--- src/rtl/conso_dyn_energy_accu_if.sv ---
// Bus between the quantised dynamic-consumption stage, the energy accumulator
// and the report/logging stage.
interface conso_dyn_energy_accu_if #(
  parameter int E_W   = 24,
  parameter int ACC_W = 48,
  parameter int CNT_W = 32
);
  logic             start_test;
  logic             energy_valid;
  logic [E_W-1:0]   energy_sample;
  logic             fin_test;
  logic             busy;
  logic [ACC_W-1:0] total_energy;
  logic [CNT_W-1:0] event_count;
  logic [CNT_W-1:0] window_cycles;
  logic [ACC_W-1:0] avg_energy;
  logic             overflow;
  logic             result_valid;

  modport master (
    output start_test, energy_valid, energy_sample, fin_test,
    input  busy, total_energy, event_count, window_cycles, avg_energy,
           overflow, result_valid
  );

  modport slave (
    input  start_test, energy_valid, energy_sample, fin_test,
    output busy, total_energy, event_count, window_cycles, avg_energy,
           overflow, result_valid
  );
endinterface

--- src/rtl/conso_dyn_energy_accu.sv ---
// Windowed energy accumulator: sums per-event energy, counts events and cycles,
// then derives mean energy per event with a restoring shift-subtract divider.
module conso_dyn_energy_accu #(
  parameter int E_W   = 24,
  parameter int ACC_W = 48,
  parameter int CNT_W = 32
) (
  input  logic                     clk,
  input  logic                     rst,
  conso_dyn_energy_accu_if.slave   bus
);
  localparam logic [1:0] S_IDLE = 2'd0;
  localparam logic [1:0] S_ACCU = 2'd1;
  localparam logic [1:0] S_DIV  = 2'd2;
  localparam logic [1:0] S_DONE = 2'd3;

  localparam int             BCW      = (ACC_W > 1) ? $clog2(ACC_W) : 1;
  localparam logic [BCW-1:0] LAST_BIT = BCW'(ACC_W - 1);

  logic [1:0]       state;
  logic             fin_q, fin_rise;
  logic [ACC_W-1:0] tot, tot_nxt, avg, quo;
  logic [CNT_W-1:0] evc, evc_nxt, wcy, wcy_nxt;
  logic [ACC_W:0]   tot_sum, rem, rem_sh, rem_nxt, divisor;
  logic [CNT_W:0]   evc_sum, wcy_sum;
  logic             sat, ovf, rv, rem_ge;
  logic [BCW-1:0]   bit_cnt;

  // Saturating next values for one ACCU cycle; sat flags any quantity clipping.
  always_comb begin
    fin_rise = bus.fin_test & ~fin_q;
    tot_sum  = {1'b0, tot} + (ACC_W+1)'(bus.energy_sample);
    evc_sum  = {1'b0, evc} + (CNT_W+1)'(1);
    wcy_sum  = {1'b0, wcy} + (CNT_W+1)'(1);
    tot_nxt  = tot;
    evc_nxt  = evc;
    wcy_nxt  = wcy_sum[CNT_W] ? wcy : wcy_sum[CNT_W-1:0];
    sat      = wcy_sum[CNT_W];
    if (bus.energy_valid) begin
      tot_nxt = tot_sum[ACC_W] ? '1 : tot_sum[ACC_W-1:0];
      evc_nxt = evc_sum[CNT_W] ? '1 : evc_sum[CNT_W-1:0];
      sat     = sat | tot_sum[ACC_W] | evc_sum[CNT_W];
    end
  end

  // Remainder is kept one bit wider so the shifted partial never wraps.
  always_comb begin
    divisor = (ACC_W+1)'(evc);
    rem_sh  = (rem << 1) | (ACC_W+1)'(quo[ACC_W-1]);
    rem_ge  = (rem_sh >= divisor);
    rem_nxt = rem_ge ? (rem_sh - divisor) : rem_sh;
  end

  always_ff @(posedge clk or posedge rst) begin
    if (rst) begin
      state   <= S_IDLE;
      fin_q   <= 1'b0;
      tot     <= '0;
      evc     <= '0;
      wcy     <= '0;
      avg     <= '0;
      ovf     <= 1'b0;
      rv      <= 1'b0;
      rem     <= '0;
      quo     <= '0;
      bit_cnt <= '0;
    end else begin
      fin_q <= bus.fin_test;
      rv    <= 1'b0;
      case (state)
        S_IDLE, S_DONE: begin
          if (bus.start_test) begin
            tot   <= '0;
            evc   <= '0;
            wcy   <= '0;
            ovf   <= 1'b0;
            state <= S_ACCU;
          end
        end
        S_ACCU: begin
          if (fin_rise) begin
            // Closing cycle still accumulates; the dividend takes the updated sum.
            tot     <= tot_nxt;
            evc     <= evc_nxt;
            wcy     <= wcy_nxt;
            ovf     <= ovf | sat;
            rem     <= '0;
            quo     <= tot_nxt;
            bit_cnt <= '0;
            state   <= S_DIV;
          end else if (bus.start_test) begin
            tot <= '0;
            evc <= '0;
            wcy <= '0;
            ovf <= 1'b0;
          end else begin
            tot <= tot_nxt;
            evc <= evc_nxt;
            wcy <= wcy_nxt;
            ovf <= ovf | sat;
          end
        end
        S_DIV: begin
          if (evc == '0) begin
            avg   <= '0;
            rv    <= 1'b1;
            state <= S_DONE;
          end else begin
            rem     <= rem_nxt;
            quo     <= {quo[ACC_W-2:0], rem_ge};
            bit_cnt <= bit_cnt + 1'b1;
            if (bit_cnt == LAST_BIT) begin
              avg   <= {quo[ACC_W-2:0], rem_ge};
              rv    <= 1'b1;
              state <= S_DONE;
            end
          end
        end
        default: state <= S_IDLE;
      endcase
    end
  end

  assign bus.busy          = (state == S_ACCU) || (state == S_DIV);
  assign bus.total_energy  = tot;
  assign bus.event_count   = evc;
  assign bus.window_cycles = wcy;
  assign bus.avg_energy    = avg;
  assign bus.overflow      = ovf;
  assign bus.result_valid  = rv;
endmodule

--- src/flat_wrapper.sv ---
// flat-port wrapper written by rule: the top's interface ports become plain ports
module conso_dyn_energy_accu_flat 
#(
  parameter int E_W   = 24,
  parameter int ACC_W = 48,
  parameter int CNT_W = 32
)
  (clk, rst, bus_start_test, bus_energy_valid, bus_energy_sample, bus_fin_test, bus_busy, bus_total_energy, bus_event_count, bus_window_cycles, bus_avg_energy, bus_overflow, bus_result_valid);
  conso_dyn_energy_accu_if #(.E_W(E_W), .ACC_W(ACC_W), .CNT_W(CNT_W)) bus_i ();
  input  logic clk;
  input  logic rst;
  input wire logic [$bits(bus_i.start_test)-1:0] bus_start_test;
  input wire logic [$bits(bus_i.energy_valid)-1:0] bus_energy_valid;
  input wire logic [$bits(bus_i.energy_sample)-1:0] bus_energy_sample;
  input wire logic [$bits(bus_i.fin_test)-1:0] bus_fin_test;
  output wire logic [$bits(bus_i.busy)-1:0] bus_busy;
  output wire logic [$bits(bus_i.total_energy)-1:0] bus_total_energy;
  output wire logic [$bits(bus_i.event_count)-1:0] bus_event_count;
  output wire logic [$bits(bus_i.window_cycles)-1:0] bus_window_cycles;
  output wire logic [$bits(bus_i.avg_energy)-1:0] bus_avg_energy;
  output wire logic [$bits(bus_i.overflow)-1:0] bus_overflow;
  output wire logic [$bits(bus_i.result_valid)-1:0] bus_result_valid;
  assign bus_i.start_test = bus_start_test;
  assign bus_i.energy_valid = bus_energy_valid;
  assign bus_i.energy_sample = bus_energy_sample;
  assign bus_i.fin_test = bus_fin_test;
  assign bus_busy = bus_i.busy;
  assign bus_total_energy = bus_i.total_energy;
  assign bus_event_count = bus_i.event_count;
  assign bus_window_cycles = bus_i.window_cycles;
  assign bus_avg_energy = bus_i.avg_energy;
  assign bus_overflow = bus_i.overflow;
  assign bus_result_valid = bus_i.result_valid;
  conso_dyn_energy_accu #(.E_W(E_W), .ACC_W(ACC_W), .CNT_W(CNT_W)) u_core (.clk(clk), .rst(rst), .bus(bus_i));
endmodule
--- config.mk ---
export PLATFORM = sky130hd
export DESIGN_NAME = conso_dyn_energy_accu_flat
export DESIGN_NICKNAME = d
export VERILOG_FILES = /design/src/rtl/conso_dyn_energy_accu_if.sv /design/src/rtl/conso_dyn_energy_accu.sv /design/src/flat_wrapper.sv
export SDC_FILE = /design/constraint.sdc
export NUM_CORES = 1
export LEC_CHECK = 0
export ABC_AREA = 1
export CAP_MARGIN = 20
export CORE_UTILIZATION = 45
export CTS_CLUSTER_SIZE = 30
export DETAILED_ROUTE_END_ITERATION = 10
export PLACE_DENSITY = 0.7
export SKIP_CTS_REPAIR_TIMING = 1
export SLEW_MARGIN = 20
export SYNTH_ARGS = -nofsm -noshare
export SYNTH_HDL_FRONTEND = slang
export SYNTH_SLANG_ARGS = --single-unit
--- constraint.sdc ---
create_clock -name clk -period 13.25 [get_ports clk]
set_clock_uncertainty 0.2 [all_clocks]
set_input_delay 2.65 -clock clk [delete_from_list [all_inputs] [get_ports clk]]
set_output_delay 2.65 -clock clk [all_outputs]
set_load 0.02 [all_outputs]
# Yosys cells after proc, flatten, opt, wreduce, memory -nomap -nowiden
# Index checks and enable logic that the tools add are counted.
op_classes:
  addsub: 5
  magnitude_cmp: 1
  n_eq_ne: 8
  muxes: 41
  bitwise_logic: 6
  reduce_logical: 11
ops:
  columns: ["cell", "count"]
  rows:
  - ["$mux W48", 12]
  - ["$pmux W48 S2", 3]
  - ["$mux W32", 8]
  - ["$pmux W32 S2", 2]
  - ["$add A32 B1 Y33 const B", 2]
  - ["$add A48 B24 Y49", 1]
  - ["$ge A49 B32 Y1", 1]
  - ["$or A49 B1 Y49", 1]
  - ["$sub A48 B32 Y48", 1]
  - ["$logic_not A32 Y1", 1]
  - ["$mux W6", 2]
  - ["$pmux W6 S2", 1]
  - ["$mux W2", 4]
  - ["$mux W1", 7]
  - ["$add A6 B1 Y6 const B", 1]
  - ["$eq A6 B6 Y1 const B", 1]
  - ["$pmux W2 S3", 1]
  - ["$reduce_and A3 Y1", 2]
  - ["$reduce_bool A2 Y1", 3]
  - ["$eq A2 B2 Y1 const B", 2]
  - ["$ne A2 B2 Y1 const B", 2]
  - ["$reduce_and A2 Y1", 2]
  - ["$ne A3 B1 Y1 const B", 1]
  - ["$or A1 B1 Y1", 3]
  - ["8 further kinds", 8]
totals:
  register_bits: 267
  in_bits: 29
  out_inout_bits: 163
  word_cells: 83

# Depth between registers and ports, before layout
depth:
  ltp_word: 8
  mapped_depth: 17

# Least setup slack after synthesis
# OpenSTA, ideal clock, no wires.
synth_timing:
  kind: "input port to flip-flop"
  start: "input port bus_energy_sample[0]"
  end: "register u_core.quo[12]"
  setup_time_ns: 0.117
  t_arrival_ns: 4.514
  required_ns: 12.933
  slack_ns: 8.419
  stages: 14
  path_buffers: 1
  path_cell_list: "ha_1 fa_1 inv_1 nor2_1 or2_1 nand2_1 nand2_1 nand2_1 nand3_2 a21oi_2 buf_2 nand2_1 nand3_1 nand2_1"
synth_via:
  elab_chain_cells: 5
synth_lines:
  columns: ["element", "line", "rtl"]
  rows:
  - ["start, declared", "flat_wrapper.sv:14", "input wire logic [$bits(bus_i.energy_sample)-1:0] bus_energy_sample;"]
  - ["$add A48 B24 Y49", "conso_dyn_energy_accu.sv:32", "tot_sum = {1'b0, tot} + (ACC_W+1)'(bus.energy_sample);"]
  - ["$mux W48", "conso_dyn_energy_accu.sv:40", "tot_nxt = tot_sum[ACC_W] ? '1 : tot_sum[ACC_W-1:0];"]
  - ["$mux W48", "conso_dyn_energy_accu.sv:39", "if (bus.energy_valid) begin"]
  - ["$mux W48", "conso_dyn_energy_accu.sv:81", "if (fin_rise) begin"]
  - ["$pmux W48 S2", "conso_dyn_energy_accu.sv:70", "case (state)"]
  - ["end signal, assigned", "conso_dyn_energy_accu.sv:88", "quo <= tot_nxt;"]
  - ["end signal, assigned", "conso_dyn_energy_accu.sv:110", "quo <= {quo[ACC_W-2:0], rem_ge};"]
  - ["end, declared", "conso_dyn_energy_accu.sv:22", "logic [ACC_W-1:0] tot, tot_nxt, avg, quo;"]
# Every way passes these cells. The select of a mux whose other input is x is not followed.
# A chain may end at the register's enable or synchronous reset.

# Worst setup path after layout
layout_timing:
  start: "input port bus_energy_sample[0]"
  end: "register u_core.tot[14], in the netlist u_core.bus.total_energy[14]"
layout_via:
  elab_chain_cells: 6
layout_lines:
  columns: ["element", "line", "rtl"]
  rows:
  - ["$add A48 B24 Y49 *", "conso_dyn_energy_accu.sv:32", null]
  - ["$mux W48 *", "conso_dyn_energy_accu.sv:40", null]
  - ["$mux W48 *", "conso_dyn_energy_accu.sv:39", null]
  - ["$mux W48", "conso_dyn_energy_accu.sv:91", "end else if (bus.start_test) begin"]
  - ["$mux W48 *", "conso_dyn_energy_accu.sv:81", null]
  - ["$pmux W48 S2 *", "conso_dyn_energy_accu.sv:70", null]
  - ["end signal, assigned", "conso_dyn_energy_accu.sv:83", "tot <= tot_nxt;"]
  - ["end signal, assigned", "conso_dyn_energy_accu.sv:97", "tot <= tot_nxt;"]
  - ["end, declared", "conso_dyn_energy_accu.sv:22", null]
# Every way passes the cells marked *; elsewhere a longest branch is shown, timed or not.

==> Implementation_results.wiki <==
{| class="wikitable"
! Metric !! Value
|-
| Drt via density || about 5.4
|-
| Post-detailed-routing wire length || 69000 µm
|-
| Most numerous cell in the Yosys netlist || sky130_fd_sc_hd__nand2_1
|-
| Number of violations of the max-capacitance limit || 0
|-
| Worst-case headroom to the max-slew limit || 0.242
|-
| CP startpoint || bus_energy_sample[0]
|-
| Warning count from the yosys run || 0
|-
| Worst reg2reg path depth || 11
|-
| End of the worst register-to-register path || u_core.quo[45]
|-
| Number of inserted diodes || 0
|-
| Number of max-slew violations in the final report || 0
|-
| Number of antenna violations at the first check in global routing || 0
|-
| TritonCTS clock tree || built
|-
| Most frequent cell on the critical path || sky130_fd_sc_hd__nand2_1
|-
| Crit. End Element || register
|-
| Critical setup path kind || in -> reg
|-
| Final hold vios || 0
|-
| Root cell of the clock tree || sky130_fd_sc_hd__clkbuf_16
|-
| Crit-path slowest cell || sky130_fd_sc_hd__a21oi_4
|-
| Asr flop ratio synth || 1.00
|-
| Largest net degree at the start of global routing || 135
|-
| Arrival time at the worst endpoint || 5860 ps
|-
| First-pass GRT wire length || 110000 µm
|-
| Remaining global-route overflow || 0
|-
| Data required time at the worst endpoint || between 10000 and 15000 ps
|-
| Worst hold-check slack || approximately 300 ps
|-
| Core Area || 43300 µm²
|-
| Number of cells produced by synthesis || approximately 3100
|-
| Unique masters post-synth || 47
|-
| Highest attainable clock frequency || 0.178 GHz
|-
| Vias in the first global route || 20300
|-
| Crit-path max cell delay || 700 ps
|-
| Sequential fraction of the synthesis area || 0.337
|-
| Clock buffers created by TritonCTS || 34
|-
| Source-to-sink clock delay at the later pin of the worst-skew pair || 560 ps
|-
| Bufs on Longest Clock Path || 3
|-
| Number of nets with antenna violations after detailed routing || 0
|-
| Mean instance size in the synthesized netlist || about 6.3 µm²
|-
| Count of boundary I/O pins || 192
|-
| Final min period || ~5600 ps
|-
| Mapped Nets || approximately 3200
|-
| Nature of the critical path startpoint || input port
|-
| Flop-to-flop setup slack || 8740 ps
|-
| Synthesis-to-finish area growth || 18.5%
|-
| Endpoints failing setup || 0
|-
| Cell type with the largest total area after synthesis || sky130_fd_sc_hd__dfrtp_1
|-
| Top cells by count, synth || 1148 x sky130_fd_sc_hd__nand2_1, 467 x sky130_fd_sc_hd__inv_1, 282 x sky130_fd_sc_hd__nand3_1
|-
| Part of the cycle the worst path needs || 0.424
|-
| Height of the die || 212 µm
|-
| Top cells by area in the synthesized netlist || sky130_fd_sc_hd__dfrtp_1 34%, sky130_fd_sc_hd__nand2_1 22%, sky130_fd_sc_hd__inv_1 8.8%
|-
| CTS H-Tree Depth || 2
|-
| Final Net Count || 3386
|-
| Layout cells sized above 1 || 0.0380
|-
| Post-Synthesis Cell Area || 19800 µm²
|-
| Flip-flop and latch count after synthesis || ~270
|-
| Worst Max-Slew Pin Slew || 1140 ps
|-
| # DRC || 0
|-
| Number of vias after detailed routing || ~21000
|-
| Critical path, cell by cell || clkdlybuf4s50_1, ha_1, fa_1, inv_1, nor2_1, or2_1, nand2_1, nand2_1, nand2_1, nand3_2, a21oi_4, nand2_1, nand3_1, nand2_1
|-
| Number of flops mapped to enable cells by yosys || 0
|-
| Final HPWL DP || 51200 µm
|-
| Fill count || roughly 4300
|-
| Worst setup endpoint || u_core.bus.total_energy[14]
|-
| Clock sink total || 267
|-
| Die outline area || 45000 µm²
|-
| Width of the die || ~210 µm
|-
| Overall Global Routing Usage || 0.311
|-
| Clk pin slew, worst setup/hold paths || 60 ps
|-
| Count of buffers from port buffering || 191
|-
| Setup_tns || 0 ps
|-
| Unrepaired setup endpoints after global routing || false
|-
| Flip-flop cell with the highest count after synthesis || sky130_fd_sc_hd__dfrtp_1
|-
| Number of optimization iterations in the first detailed-route pass || 5
|-
| # rows || 76
|-
| Proportion of netlist area held by the largest area contributor || 0.337
|-
| Weighted congestion at the end of routability-driven global placement || 0.999
|-
| Worst reg2reg path startpoint || u_core.bus.event_count[1]
|-
| Result of the run || finished, final reports clean
|-
| Initial detailed-routing violation count || 1645
|-
| Initial cell density of the core || 0.459
|-
| Critical Path Fanout Max || 22
|-
| Class of the worst hold path || reg -> reg
|-
| Detailed-route wire length per cell || 17.7 µm
|}
==> metrics by stage <==
step,instance area [µm²],worst slack (ps),util,std cells
6_report,23500,7630,0.543,3903
5_1_grt,23500,7420,0.543,3903
4_1_cts,23500,7700,0.543,3902
3_5_place_dp,22200,7100,0.513,3840
3_3_place_gp,22200,6830,0.513,3840
2_1_floorplan,19800,3050,-,3141
==> critical path: cells and delay by family <==
kind	cells	cell delay [ps]
compound gates	1	700
buf+inv	2	500
simple gates	9	1290
fa+ha+maj	2	700
==> placed cells by master, fill, tap and decap left out, drive strengths merged, types with 7 or more instances in the layout <==
| cell type | instances |
|---|---|
| a21oi | 52 |
| buf | 18 |
| bufinv | 8 |
| clkbuf | 44 |
| clkdlybuf4s50 | 190 |
| clkinv | 7 |
| dfrtp | 267 |
| ha | 63 |
| inv | 471 |
| nand2 | 1150 |
| nand3 | 285 |
| nand3b | 21 |
| nand4 | 73 |
| nor2 | 229 |
| nor3 | 59 |
| nor4 | 13 |
| o2111ai | 8 |
| o211ai | 12 |
| o21ai | 221 |
| o22ai | 9 |
| or2 | 30 |
| xnor2 | 27 |
| xor2 | 29 |
==> how the worst min path moves through the flow <==
stage | from | to | slack [ps] | cells after the start
3_3_place_gp | u_core.rem[47] | u_core.rem[47] | 270 | 2
4_1_cts | u_core.quo[31] | u_core.quo[31] | 300 | 2
6_report | u_core.quo[31] | u_core.quo[31] | 300 | 2
2_1_floorplan | u_core.rem[47] | u_core.rem[47] | 250 | 2
5_1_grt | u_core.quo[31] | u_core.quo[31] | 310 | 2
3_5_place_dp | u_core.rem[20] | u_core.rem[20] | 290 | 2
==> cell type report <==
cell class | instances | area, µm² | share of cell area
Tap cell | 585 | 732 | 0.0311
Clock buffer | 44 | 970 | 0.0412
Sequential cell | 267 | 6680 | 0.284
Timing Repair Buffer | 208 | 2050 | 0.0871
Clock inverter | 18 | 318 | 0.0135
Inverter | 470 | 1770 | 0.0753
Multi-Input combinational cell | 2311 | 11000 | 0.468
==> registers in the layout (all words and copies together) (netlist names) <==
name and cells:
u_core.bus.event_count 32, u_core.bit_cnt 6, u_core.bus.avg_energy 48, u_core.state 2, u_core.bus.overflow 1, u_core.bus.total_energy 48
u_core.bus.window_cycles 32, u_core.rem 48, u_core.fin_q 1, u_core.quo 48, u_core.bus.result_valid 1
==> routing by layer <==
metal  global-route usage  routed length, µm
met1                0.412              30500
met2                0.515              32200
met3               0.0448               4160
met4                0.117               2230
met5                    0                  0
==> kinds of logic after synthesis <==
group / count (synthesis) / share of synthesized area
buffers and inverters: 563 / 0.112
AOI/OAI and AO/OA: 320 / 0.0875
and+or+nand+nor: 1869 / 0.397
xor gates and xnor gates: 56 / 0.0247
DFF: 267 / 0.337
adders and majority gates: 65 / 0.0417
muxes: 1 / 0.000567
Power is left out: the tool's default activity adds up to more than one toggle a clock period on the data nets, which glitch-free logic cannot reach.
